--- src/rtl/uart_rx_datapath_pkg.sv ---
// rtl/uart_rx_datapath_pkg.sv - shared types, line levels and state codes for the UART receive path
package uart_rx_datapath_pkg;

  typedef logic [7:0] uart_data_t;

  // Line levels of the framing bits
  localparam logic UART_START_BIT = 1'b0;
  localparam logic UART_STOP_BIT  = 1'b1;

  // Receiver FSM state codes
  typedef logic [2:0] uart_rx_state_t;
  localparam uart_rx_state_t ST_IDLE   = 3'd0;
  localparam uart_rx_state_t ST_START  = 3'd1;
  localparam uart_rx_state_t ST_DATA   = 3'd2;
  localparam uart_rx_state_t ST_PARITY = 3'd3;
  localparam uart_rx_state_t ST_STOP   = 3'd4;

  // Keeps only the low nbits of a character (nbits is 5..8 wherever this is used)
  function automatic uart_data_t data_mask(input logic [3:0] nbits);
    return uart_data_t'(8'hFF >> (4'd8 - nbits));
  endfunction

endpackage

--- src/rtl/sync_2ff.sv ---
// rtl/sync_2ff.sv - multi-flop synchronizer for an asynchronous idle-high input
module sync_2ff #(
  parameter int STAGES = 2
) (
  input  logic clk,
  input  logic rst_n,
  input  logic d,
  output logic q
);

  logic [STAGES-1:0] sync_q;

  // Shift the async input through the chain; reset to the idle-high line level
  always_ff @(posedge clk) begin
    if (!rst_n) begin
      sync_q <= '1;
    end else begin
      sync_q <= {sync_q[STAGES-2:0], d};
    end
  end

  assign q = sync_q[STAGES-1];

endmodule

--- src/rtl/uart_rx_datapath.sv ---
// rtl/uart_rx_datapath.sv - UART receiver: start detect, mid-bit sampling, parity/framing check, status
module uart_rx_datapath
  import uart_rx_datapath_pkg::*;
#(
  parameter int BAUD_W      = 32,
  parameter int SYNC_STAGES = 2
) (
  input  logic              clk,
  input  logic              rst_n,
  input  logic              rx,
  input  logic [BAUD_W-1:0] baud_count,
  input  logic [3:0]        data_bits,
  input  logic              parity_en,
  input  logic              odd_parity,
  input  logic              rx_read,
  input  logic              overrun_clr,
  output logic [7:0]        rx_data,
  output logic              rx_valid,
  output logic              rx_full,
  output logic              parity_err,
  output logic              frame_err,
  output logic              overrun,
  output logic              busy
);

  logic           rx_s;
  logic           rx_s_d;
  uart_rx_state_t state;
  logic [BAUD_W-1:0] cnt;
  logic [BAUD_W-1:0] baud_q;
  logic [3:0]     nbits_q;
  logic           par_en_q;
  logic           odd_q;
  logic [2:0]     bit_idx;
  uart_data_t     shreg;
  logic           p_err;

  logic tick;
  logic cfg_ok;
  logic start_ok;
  logic last_bit;
  logic deliver;
  logic data_parity;

  sync_2ff #(.STAGES(SYNC_STAGES)) u_sync (
    .clk   (clk),
    .rst_n (rst_n),
    .d     (rx),
    .q     (rx_s)
  );

  assign tick        = (cnt == '0);
  assign cfg_ok      = (baud_count >= BAUD_W'(4)) && (data_bits >= 4'd5) && (data_bits <= 4'd8);
  assign start_ok    = (state == ST_IDLE) && rx_s_d && !rx_s && cfg_ok;
  assign last_bit    = ({1'b0, bit_idx} == (nbits_q - 4'd1));
  assign deliver     = (state == ST_STOP) && tick;
  assign data_parity = ^(shreg & data_mask(nbits_q));
  assign busy        = (state != ST_IDLE);

  // Delayed copy of the synchronized line for falling-edge start detection
  always_ff @(posedge clk) begin
    if (!rst_n) begin
      rx_s_d <= 1'b1;
    end else begin
      rx_s_d <= rx_s;
    end
  end

  // Bit timer: half a bit to the start-bit centre, then one full bit per sample
  always_ff @(posedge clk) begin
    if (!rst_n) begin
      cnt <= '0;
    end else if (start_ok) begin
      cnt <= (baud_count >> 1) - BAUD_W'(1);
    end else if (state != ST_IDLE) begin
      cnt <= tick ? (baud_q - BAUD_W'(1)) : (cnt - BAUD_W'(1));
    end
  end

  // Frame FSM with shadowed configuration and LSB-first shift register
  always_ff @(posedge clk) begin
    if (!rst_n) begin
      state    <= ST_IDLE;
      baud_q   <= '0;
      nbits_q  <= '0;
      par_en_q <= 1'b0;
      odd_q    <= 1'b0;
      bit_idx  <= '0;
      shreg    <= '0;
      p_err    <= 1'b0;
    end else begin
      case (state)
        ST_IDLE: begin
          if (start_ok) begin
            baud_q   <= baud_count;
            nbits_q  <= data_bits;
            par_en_q <= parity_en;
            odd_q    <= odd_parity;
            bit_idx  <= '0;
            shreg    <= '0;
            p_err    <= 1'b0;
            state    <= ST_START;
          end
        end
        ST_START: begin
          if (tick) begin
            if (rx_s == UART_START_BIT) begin
              bit_idx <= '0;
              state   <= ST_DATA;
            end else begin
              state <= ST_IDLE;
            end
          end
        end
        ST_DATA: begin
          if (tick) begin
            shreg[bit_idx] <= rx_s;
            if (last_bit) begin
              state <= par_en_q ? ST_PARITY : ST_STOP;
            end else begin
              bit_idx <= bit_idx + 3'd1;
            end
          end
        end
        ST_PARITY: begin
          if (tick) begin
            p_err <= ((data_parity ^ rx_s) != odd_q);
            state <= ST_STOP;
          end
        end
        ST_STOP: begin
          if (tick) begin
            state <= ST_IDLE;
          end
        end
        default: state <= ST_IDLE;
      endcase
    end
  end

  // Character delivery and sticky full/overrun status toward the CSR block
  always_ff @(posedge clk) begin
    if (!rst_n) begin
      rx_data    <= '0;
      rx_valid   <= 1'b0;
      rx_full    <= 1'b0;
      parity_err <= 1'b0;
      frame_err  <= 1'b0;
      overrun    <= 1'b0;
    end else begin
      rx_valid <= deliver;
      if (deliver) begin
        rx_data    <= shreg & data_mask(nbits_q);
        parity_err <= p_err & par_en_q;
        frame_err  <= (rx_s != UART_STOP_BIT);
        rx_full    <= 1'b1;
      end else if (rx_read) begin
        rx_full <= 1'b0;
      end
      if (deliver && rx_full && !rx_read) begin
        overrun <= 1'b1;
      end else if (overrun_clr) begin
        overrun <= 1'b0;
      end
    end
  end

endmodule
--- config.mk ---
export PLATFORM = sky130hd
export DESIGN_NAME = uart_rx_datapath
export DESIGN_NICKNAME = d
export VERILOG_FILES = /design/src/rtl/uart_rx_datapath_pkg.sv /design/src/rtl/sync_2ff.sv /design/src/rtl/uart_rx_datapath.sv
export SDC_FILE = /design/constraint.sdc
export NUM_CORES = 1
export LEC_CHECK = 0
export CAP_MARGIN = 20
export CORE_MARGIN = 2
export CORE_UTILIZATION = 55
export DETAILED_ROUTE_END_ITERATION = 16
export PLACE_DENSITY = 0.88
export REMOVE_ABC_BUFFERS = 1
export SLEW_MARGIN = 15
export SYNTH_ARGS = -nofsm -noshare
export SYNTH_HDL_FRONTEND = slang
export SYNTH_HIERARCHICAL = 1
export SYNTH_SLANG_ARGS = --single-unit
--- constraint.sdc ---
create_clock -name clk -period 8.35 [get_ports clk]
set_clock_uncertainty 0.05 [all_clocks]
set_input_delay 1.67 -clock clk [delete_from_list [all_inputs] [get_ports clk]]
set_output_delay 1.67 -clock clk [all_outputs]
set_load 0.02 [all_outputs]
==> summary.txt <==
status: finished, final reports clean
Mapped Area: 5764 um^2
Tot GR Track Use: 0.2759
initial antenna violation count: 0
share of layout cells above drive strength 1: 0.07001
die area: 11320 um^2
antenna cells: 0
setup_tns: 0 ps
Sink Count: 101
max incr delay on CP: 590 ps
Initial Util: 0.5634
final wirelength: 15610 um
Yosys warnings: 6
Core Util, Final: 0.6414
Ports: 57
Setup crit end kind: flop
Layout area overhead: 13.85%
leakage: 2.455 nW
total grt overflow: 0
Async SR Flop Fraction: 0
antenna violation net count after detailed routing: 0
die width: 106.4 um
Post-synth EDFFs: 0
# nets final: 802
CP delay by family, top: simple AND/OR/NAND/NOR gates
Max Transition Viols Final: 0
Worst path most repeated cell: o21ai_0
Pre-Repair DR Iteration Count: 7
Netlist cell types: 65
vias per std cell: 6.454
f_max: 0.1698 GHz
via count: 5763
Port-buffer cells: 56
filler cell count: 865
relative slew slack: 0.3596
maxcap violations: 0
hold buffers post-CTS: 0
root buffer cell: clkbuf_8
starting DRC count in detailed routing: 416
dpl hpwl: 10640 um
FF+latch count, synth: 101
Tmin final: 5888 ps
Post-CTS Setup Inserts: 0
Post-DP Area: 6340 um^2
TritonCTS clock tree: yes
crit-path max FO: 8
CTS max path bufs: 2
final design instance area without fill: 6563 um^2
DR WL/cell: 17.48 um
CORE AREA: 10230 um^2
Core Rows: 37
CP bufs+invs: 1
# DRC: 0
final setup violation count: 0
Worst-Skew Late Latency: 380 ps
CTS buffer count: 9
VDD IR max: 0.1589 mV
post-cts repair resize count: 0
gpl congestion: 0.8874
Fin. Hold Viols: 0
CTS H-tree depth: 3
vias in the first global route: 5521
cells along the critical path: clkdlybuf4s50_1, or4_4, or4b_4, o211a_2, a211o_1, o21ai_0, ha_1, or3b_2, mux2i_4, nand4_2, or2_2, o21ai_0, a311oi_1
ys flop type: dfxtp_1
Setup CP Type: input pin to flop
clk slew on worst S/H paths: 110 ps
CP Data Required Time: 8530 ps
Worst Hold Class: flop to flop
multi-input logic area: 3493 um^2
R2R Setup Slk: 3900 ps
first-pass GRT wire length: 25760 um
startpoint types: input pin
Die Y: 106.4 um
largest net degree at the start of global routing: 80
Slew @ Worst Pin: 955.4 ps
power per cell area: 260.5 nW/um^2
CP max stage cell: or4b_4
register area share after synthesis: 0.3508
Mapped Cells: 727
critical path data arrival time: 6070 ps
register area: 2022 um^2
period utilization: 0.7052
Hold WS: 376.5 ps
Post-Syn Area per Cell: 7.929 um^2
RSZ-0062 raised after global routing: no
## cell families (layout without fill, tap and decap cells)
| family | after synthesis | after routing | share of synthesized area |
|---|---|---|---|
| AND/OR/NAND/NOR | 295 | 295 | 0.2524 |
| multiplexers | 25 | 25 | 0.04905 |
| flip-flops | 101 | 101 | 0.3508 |
| buffers and inverters | 61 | 91 | 0.04558 |
| adder cells (fa/ha/maj) | 7 | 7 | 0.01519 |
| AO/OA/AOI/OAI | 204 | 204 | 0.2305 |
| XOR/XNOR | 34 | 34 | 0.05644 |
## metal layers
metal,share of wire,global-route usage
met3,0.083,0.05089
met2,0.50,0.4730
met5,0,0
met4,0.026,0.1175
met1,0.39,0.3382
## power by group
group,internal (W),switching (W),total [W]
Clock,0.000121,0.000201,0.000322
Sequential,0.000522,0.0000435,0.000565
Combinational,0.000279,0.000544,0.000822
Total,0.000921,0.000788,0.00171
## cells in the mapped netlist (3+ instances only)
cell	number	area, um^2
a211o_1	12	105.1
a211oi_1	10	75.07
a21o_1	3	22.52
a21oi_1	86	430.4
a31oi_1	5	31.28
a41o_1	11	110.1
and3_1	3	18.77
and4_1	3	26.28
buf_2	6	30.03
buf_6	3	33.78
clkbuf_1	39	146.4
dfxtp_1	101	2022
ha_1	7	87.58
inv_1	10	37.54
mux2_2	3	33.78
mux2i_1	19	190.2
nand2_1	111	416.7
nand2b_1	9	56.30
nand3_1	18	90.09
nand3b_1	4	30.03
nand4_1	8	50.05
nor2_1	60	225.2
nor2b_1	8	50.05
nor3_1	23	115.1
nor3b_1	4	30.03
nor4_1	17	106.4
nor4_2	3	37.54
o21a_1	3	22.52
o21ai_0	41	205.2
o311ai_0	3	26.28
o41ai_1	12	105.1
or2_2	5	31.28
or3_1	4	25.02
or4_1	3	22.52
xnor2_1	14	122.6
xor2_1	18	157.7
## area by class of cell
| class | count | share of cell area |
|---|---|---|
| Tap cell | 136 | 0.02593 |
| Inverter | 11 | 0.006292 |
| Clock buffer | 9 | 0.01888 |
| Clock inverter | 7 | 0.01392 |
| Multi-Input combinational cell | 565 | 0.5323 |
| Sequential cell | 101 | 0.3081 |
| Timing Repair Buffer | 64 | 0.09457 |
## final timing paths
path | startpoint | endpoint | depth (start not counted)
worst max-delay path | baud_count[5] | cnt[18] | 13
worst min-delay path | u_sync/sync_q[0] | u_sync/sync_q[1] | 1
worst max register to register | cnt[19] | cnt[8] | 13
worst min register to register | u_sync/sync_q[0] | u_sync/sync_q[1] | 1
## cell usage in the layout, fill, tap and decap left out, drive strengths merged, types with 9 or more instances in the layout
cell	instances
nor4	20
a21oi	86
clkbuf	9
nor2	61
a211oi	10
o41ai	13
mux2i	22
nand2b	9
nand3	18
a41o	11
nor3	24
clkdlybuf4s50	56
nand4	9
nand2	111
a211o	12
o21ai	41
xor2	18
dfxtp	101
xnor2	14
inv	13
## registers in the layout, summed over array words and instances (netlist names)
register       cells
parity_err         1
frame_err          1
nbits_q            4
rx_full            1
rx_data            8
odd_q              1
rx_valid           1
rx_s_d             1
overrun            1
u_sync/sync_q      2
state              3
baud_q            32
par_en_q           1
p_err              1
shreg              8
bit_idx            3
cnt               32
## through the flow
stage	instances	setup slack, ps	power, W
2_1_floorplan	677	1613	0.001137
3_3_place_gp	876	2268	0.001341
3_5_place_dp	876	2104	0.001367
4_1_cts	892	2492	0.001689
5_1_grt	893	2335	0.001802
6_report	893	2462	0.001709
## worst register-to-register path, delay by kind of cell, from the launching register on
| family | cells | cell delay, ps |
|---|---|---|
| fa+ha+maj | 1 | 250 |
| simple gates | 5 | 2550 |
| mux | 1 | 180 |
| compound gates | 6 | 930 |
| flops | 1 | 350 |
(Power assumes the default switching activity.)
